**config.mk**
```make
export PLATFORM = sky130hd
export DESIGN_NAME = seq_chunk_adder
export DESIGN_NICKNAME = d
export VERILOG_FILES = /design/src/rtl/seq_chunk_adder.sv
export SDC_FILE = /design/constraint.sdc
export NUM_CORES = 1
export LEC_CHECK = 0
export ABC_AREA = 1
export BUFFER_PORTS_ARGS = -buffer_cell sky130_fd_sc_hd__buf_2
export CELL_PAD_IN_SITES_DETAIL_PLACEMENT = 2
export CELL_PAD_IN_SITES_GLOBAL_PLACEMENT = 2
export CORE_UTILIZATION = 26
export DETAILED_ROUTE_END_ITERATION = 8
export PLACE_DENSITY = 0.61
export SYNTH_ARGS = -nofsm -noshare
export SYNTH_HDL_FRONTEND = slang
export SYNTH_SLANG_ARGS = --single-unit
```
**constraint.sdc**
```tcl
create_clock -name clk -period 3.01 [get_ports clk]
set_clock_uncertainty 0.15 [all_clocks]
set_input_delay 0.1505 -clock clk [delete_from_list [all_inputs] [get_ports clk]]
set_output_delay 0.1505 -clock clk [all_outputs]
set_load 0.01 [all_outputs]
```
**src/rtl/seq_chunk_adder.sv**
```systemverilog
// Multi-cycle adder that ripples one CHUNK-bit slice per clock, low slice first.
// Optional subtract mode is enabled by defining SEQ_CHUNK_ADDER_SUB_EN.
module seq_chunk_adder #(
    parameter int WIDTH = 16,
    parameter int CHUNK = 4
) (
    input  logic             clk,
    input  logic             rst_n,
    input  logic             start,
    input  logic [WIDTH-1:0] a,
    input  logic [WIDTH-1:0] b,
    input  logic             ci,
`ifdef SEQ_CHUNK_ADDER_SUB_EN
    input  logic             sub,
`endif
    output logic             busy,
    output logic             done,
    output logic [WIDTH-1:0] sum,
    output logic             co,
    output logic             ovf
);

    localparam int N     = WIDTH / CHUNK;
    localparam int CNT_W = (N > 1) ? $clog2(N) : 1;

    localparam logic [0:0] IDLE = 1'b0;
    localparam logic [0:0] RUN  = 1'b1;

    logic [0:0]       state_reg;
    logic [WIDTH-1:0] a_reg;
    logic [WIDTH-1:0] b_reg;
    logic [WIDTH-1:0] res_reg;
    logic [WIDTH-1:0] res_next;
    logic             carry_reg;
    logic [CNT_W-1:0] cnt_reg;
    logic             last_slice;
    logic             done_reg;
    logic [WIDTH-1:0] sum_reg;
    logic             co_reg;
    logic             ovf_reg;

    logic [CHUNK-1:0] a_cur;
    logic [CHUNK-1:0] b_cur;
    logic [CHUNK-1:0] slice_sum;
    logic [CHUNK:0]   chain;

    // Operands shift right one slice per cycle, so the active slice is always the low bits.
    assign a_cur    = a_reg[CHUNK-1:0];
    assign b_cur    = b_reg[CHUNK-1:0];
    assign chain[0] = carry_reg;

    generate
        for (genvar gi = 0; gi < CHUNK; gi++) begin : g_ripple
            assign slice_sum[gi] = a_cur[gi] ^ b_cur[gi] ^ chain[gi];
            assign chain[gi+1]   = (a_cur[gi] & b_cur[gi]) | (chain[gi] & (a_cur[gi] ^ b_cur[gi]));
        end
    endgenerate

    // Each new slice enters at the top; after N steps the result is fully aligned.
    assign res_next   = (res_reg >> CHUNK) | (WIDTH'(slice_sum) << (WIDTH - CHUNK));
    assign last_slice = (cnt_reg == CNT_W'(N - 1));

    always_ff @(posedge clk or negedge rst_n) begin
        if (!rst_n) begin
            state_reg <= IDLE;
            a_reg     <= '0;
            b_reg     <= '0;
            res_reg   <= '0;
            carry_reg <= 1'b0;
            cnt_reg   <= '0;
            done_reg  <= 1'b0;
            sum_reg   <= '0;
            co_reg    <= 1'b0;
            ovf_reg   <= 1'b0;
        end else begin
            done_reg <= 1'b0;
            case (state_reg)
                IDLE: begin
                    if (start) begin
                        a_reg   <= a;
                        res_reg <= '0;
                        cnt_reg <= '0;
`ifdef SEQ_CHUNK_ADDER_SUB_EN
                        b_reg     <= sub ? ~b : b;
                        carry_reg <= sub ? 1'b1 : ci;
`else
                        b_reg     <= b;
                        carry_reg <= ci;
`endif
                        state_reg <= RUN;
                    end
                end
                RUN: begin
                    a_reg     <= a_reg >> CHUNK;
                    b_reg     <= b_reg >> CHUNK;
                    res_reg   <= res_next;
                    carry_reg <= chain[CHUNK];
                    cnt_reg   <= cnt_reg + 1'b1;
                    if (last_slice) begin
                        sum_reg   <= res_next;
                        co_reg    <= chain[CHUNK];
                        // Carry into the MSB is the carry into the top bit of the last slice.
                        ovf_reg   <= chain[CHUNK] ^ chain[CHUNK-1];
                        done_reg  <= 1'b1;
                        state_reg <= IDLE;
                    end
                end
                default: state_reg <= IDLE;
            endcase
        end
    end

    assign busy = (state_reg == RUN);
    assign done = done_reg;
    assign sum  = sum_reg;
    assign co   = co_reg;
    assign ovf  = ovf_reg;

endmodule

```
Word level (Yosys, flattened, before mapping):

Cells that the tools add are included.
Widths: inputs -> output; s select.

* bitwise operators: 23
* muxes and demuxes: 15
* shift operators: 0
* divide/modulo/power cells: 0
* magnitude comparators: 0
* equal/unequal tests: 2
* multipliers: 0
* reductions and logical operators: 1
* $add $sub $neg: 1

Operator list (count)
* $pmux 16 s2: 3
* $mux 16: 3
* $or 12x16->16: 1
* $xor 1x1->1: 9
* $and 1x1->1: 8
* $mux 1: 5
* $or 1x1->1: 4
* $pmux 1 s2: 2
* $pmux 2 s2: 1
* $add 2x1->2 const B: 1
* $eq 2x2->1 const B: 1
* $mux 2: 1
* $ne 2x2->1 const B: 1
* $reduce_and 2->1: 1
* $not 1->1: 1

* memories: 0
* latch bits: 0
* input bits: 36
* logic and storage cells: 52
* bits in read-only memories: 0
* bits in writable memories: 0
* flip-flop bits (word level): 71

Depth between registers and ports, before layout:

* word-level depth: 10
* gate-level depth with buffers: 11
* depth with buffers taken out: 11

Worst setup path before layout:

Ideal clock, no wire load.

* kind: register to register
* from: reg a_reg[0]
* to: reg sum_reg[15] (netlist: sum[15])
* cell stages (with the launch flop): 9
* required time: 2.784 ns
* arrival: 2.001 ns
* clock period less this slack: 2.227 ns
* path slack: 0.783 ns
* path buffers: 0
* cells stage by stage: dfrtp_1 > inv_1 > fa_1 > inv_1 > fa_1 > fa_1 > inv_1 > fa_1 > o21ai_1

* word-level cells in the longest chain between the ends: 9
* elaborated cells on any way between the ends: 10

RTL lines
* start: declaration: RTL line 30 `logic [WIDTH-1:0] a_reg;`
* start signal: assignment: RTL line 94 `a_reg <= a_reg >> CHUNK;`
* $xor 1x1->1: RTL line 55 `assign chain[gi+1] = (a_cur[gi] & b_cur[gi]) | (chain[gi] & (a_cur[gi] ^ b_cur[gi]));`
* $and 1x1->1: RTL line 55
* $or 1x1->1 *: RTL line 55
* $and 1x1->1 *: RTL line 55
* $or 1x1->1 *: RTL line 55
* $and 1x1->1 *: RTL line 55
* $or 1x1->1 *: RTL line 55
* $xor 1x1->1 *: RTL line 54 `assign slice_sum[gi] = a_cur[gi] ^ b_cur[gi] ^ chain[gi];`
* $or 12x16->16 *: RTL line 60 `assign res_next = (res_reg >> CHUNK) | (WIDTH'(slice_sum) << (WIDTH - CHUNK));`
* end signal: assignment: RTL line 100 `sum_reg <= res_next;`
* end: declaration: RTL line 38 `logic [WIDTH-1:0] sum_reg;`

Every way passes the cells marked *; elsewhere a longest branch is shown, timed or not.
A chain may end at the register's enable or synchronous reset.

Worst setup path after layout:

Same ends and word-level chain as after synthesis.

==> run metrics <==
Ant. Diodes=0; Top Ports=56; CP max FO=2; slowest stage delay, CP=0.43 ns; Row Count=38; wire per inst=14.21 um; CP most frequent cell=fa_1; worst hold slack=0.2090 ns; crit path DAT=2.48 ns; post-layout util=0.3452; CP endpoint kind=register; starting density of the core=0.2662; slew of the pin with the lowest slew margin=0.6687 ns; Yosys reg bits=67; remaining routing DRC violations=0; die area=11,470 um^2; Syn Nets=351; worst-case vdd ir drop=246.1 uV; final worst-path cycle share=0.7878; critical path's slowest cell=fa_1; Worst setup SP type=register; # setup viols final=0; CP cell instances=inv_1 > fa_1 > inv_1 > fa_1 > fa_1 > inv_1 > fa_1 > o21ai_1; Worst-path clk slew=0.07 ns; fraction of layout cells with a size suffix above 1=0.1950; Die Y=107.1 um; setup_tns=0 ns; Final WS setup=0.6386 ns; DIE WIDTH=107.1 um; Crit path max-delay family=adder cells; Final Critical Period=2.371 ns; Netlist cell types=15; DR pass1 iterations=5; Yosys Warn Count=0; via/cell ratio=4.452; pre-CTS WS=0.6238 ns; first-pass GRT wire length=13,120 um; Hold Crit Class=input pin to asynchronous set/reset pin; mapped cell area=2873 um^2; vias in the first global route=2,671; number of setup buffers added after CTS=0; H-tree levels=3; largest net degree at the start of global routing=47; Fin. Hold Viols=0; initial detailed-routing violation count=65; GP Congestion=0.6710; critical path type=register to register; Syn Area/Cell=9.267 um^2; final slew viol count=0; gr usage total=0.1493; DP HPWL=4984 um; total power=0.003206 W; max cap viols=0; CTS Root Buffer Type=clkbuf_8; leakage=1.873 nW; TritonCTS clock tree=done; Layout area overhead=29.70%; # nets final=437; power density over the cells=860.3 nW/um^2; initial antenna violation count=0; CP required=3.12 ns; Gate Count Post-Synth=310; maximum clock frequency=0.4217 GHz; Num CTS Buffers=9; post-synth top area share=0.5836; core area=10,790 um^2; largest area contributor in the netlist=dfrtp_1; routed via count=2,404; slew margin rel.=0.5542; worst skew pair latency=0.34 ns; RSZ-0062 raised after global routing=false; Max clock buf depth=2; Synth area leaders=dfrtp_1 (58%), nand2_1 (15%), nand3_1 (10%); GRT Residual Overflow=0; CP Buf/Inv Count=3; Port Buffers=55; status=complete, no violations; clock sinks=67; DRT Wirelength=7672 um; register area share after synthesis=0.5836; antenna viol nets, final=0
==> worst reg2reg max path, stage by stage (launching register included) <==
cell and delay [ns]:
dfrtp_1 0.39, inv_1 0.08, fa_1 0.17, inv_1 0.05, fa_1 0.37, fa_1 0.40
inv_1 0.10, fa_1 0.44, o21ai_1 0.15
==> layout make-up <==
class,count,area [um^2]
Timing Repair Buffer,94,653.1
Clock inverter,5,55.05
Clock buffer,10,127.6
Multi-Input combinational cell,204,960.9
Sequential cell,67,1677
Fill cell,1199,7067
Tap cell,140,175.2
Inverter,20,77.57
==> report_power, final <==
part / switching, W / leakage (nW) / internal [W]
combinational: 0.000661 / 0.905 / 0.000391
sequential: 0.000200 / 0.880 / 0.00124
clock: 0.000340 / 0.0881 / 0.000375
total: 0.00120 / 1.87 / 0.00200
==> through the flow <==
step	area (um^2)	std cells
2_1_floorplan	2873	310
3_3_place_gp	3203	491
3_5_place_dp	3203	491
4_1_cts	3726	540
5_1_grt	3726	540
6_report	3726	540
==> placed cells by master, fill, tap and decap left out <==
| cell | synthesis | layout |
|---|---|---|
| buf_2 | 9 | 55 |
| buf_4 | 0 | 5 |
| bufinv_16 | 0 | 1 |
| clkbuf_1 | 0 | 1 |
| clkbuf_8 | 0 | 9 |
| clkinv_2 | 0 | 2 |
| clkinvlp_4 | 0 | 2 |
| dfrtp_1 | 67 | 67 |
| dlygate4sd3_1 | 0 | 34 |
| fa_1 | 4 | 4 |
| ha_1 | 1 | 1 |
| inv_1 | 18 | 18 |
| inv_2 | 1 | 1 |
| inv_4 | 1 | 1 |
| nand2_1 | 111 | 111 |
| nand2_4 | 1 | 1 |
| nand3_1 | 59 | 59 |
| nor2_1 | 1 | 1 |
| nor2_4 | 1 | 1 |
| o21ai_0 | 6 | 6 |
| o21ai_1 | 20 | 20 |
==> path summary, 6_finish.rpt <==
| check | cells past startpoint | startpoint | slack (ns) | to |
|---|---|---|---|---|
| hold / removal | 2 | rst_n | 0.21 | sum[9]$_DFFE_PN0P_ |
| min in group clk | 3 | start | 0.24 | a_reg[14]$_DFFE_PN0P_ |
| setup / recovery | 8 | a_reg[0]$_DFFE_PN0P_ | 0.64 | sum[15]$_DFFE_PN0P_ |
| max in group asynchronous | 3 | rst_n | 1.72 | a_reg[2]$_DFFE_PN0P_ |
| setup reg to reg | 8 | a_reg[0]$_DFFE_PN0P_ | 0.64 | sum[15]$_DFFE_PN0P_ |
| hold reg to reg | 2 | b_reg[13]$_DFFE_PN0P_ | 0.32 | b_reg[13]$_DFFE_PN0P_ |
==> Yosys cell counts <==
cell type,count
nand2_1,111
dfrtp_1,67
buf_6,10
ha_1,1
fa_1,4
nor2_1,1
o21ai_1,20
buf_2,9
o21ai_0,6
nand2_4,1
nand3_1,59
inv_1,18
nor2_4,1
inv_4,1
inv_2,1
==> timing repair <==
item	CTS	global route
hold buffers	34	0
endpoints found under the hold margin	58	0
gates resized for setup	0	0
==> logic make-up (layout without fill, tap and decap cells) <==
kind of cell,count (synthesis),in the layout,share of synthesized area
AND/OR/NAND/NOR,173,173,0.2570
adder cells (fa/ha/maj),5,5,0.03223
AO/OA/AOI/OAI,26,26,0.04530
buffers and inverters,39,129,0.08188
flip-flops,67,67,0.5836
==> layer usage <==
metal	routed length [um]	up-vias	track usage
met5	0	-	0
met4	93	0	0.04697
met3	240	10	0.03404
met2	3999	48	0.2622
met1	3339	1188	0.1805
li1	-	1158	-
(Power assumes the default switching activity.)
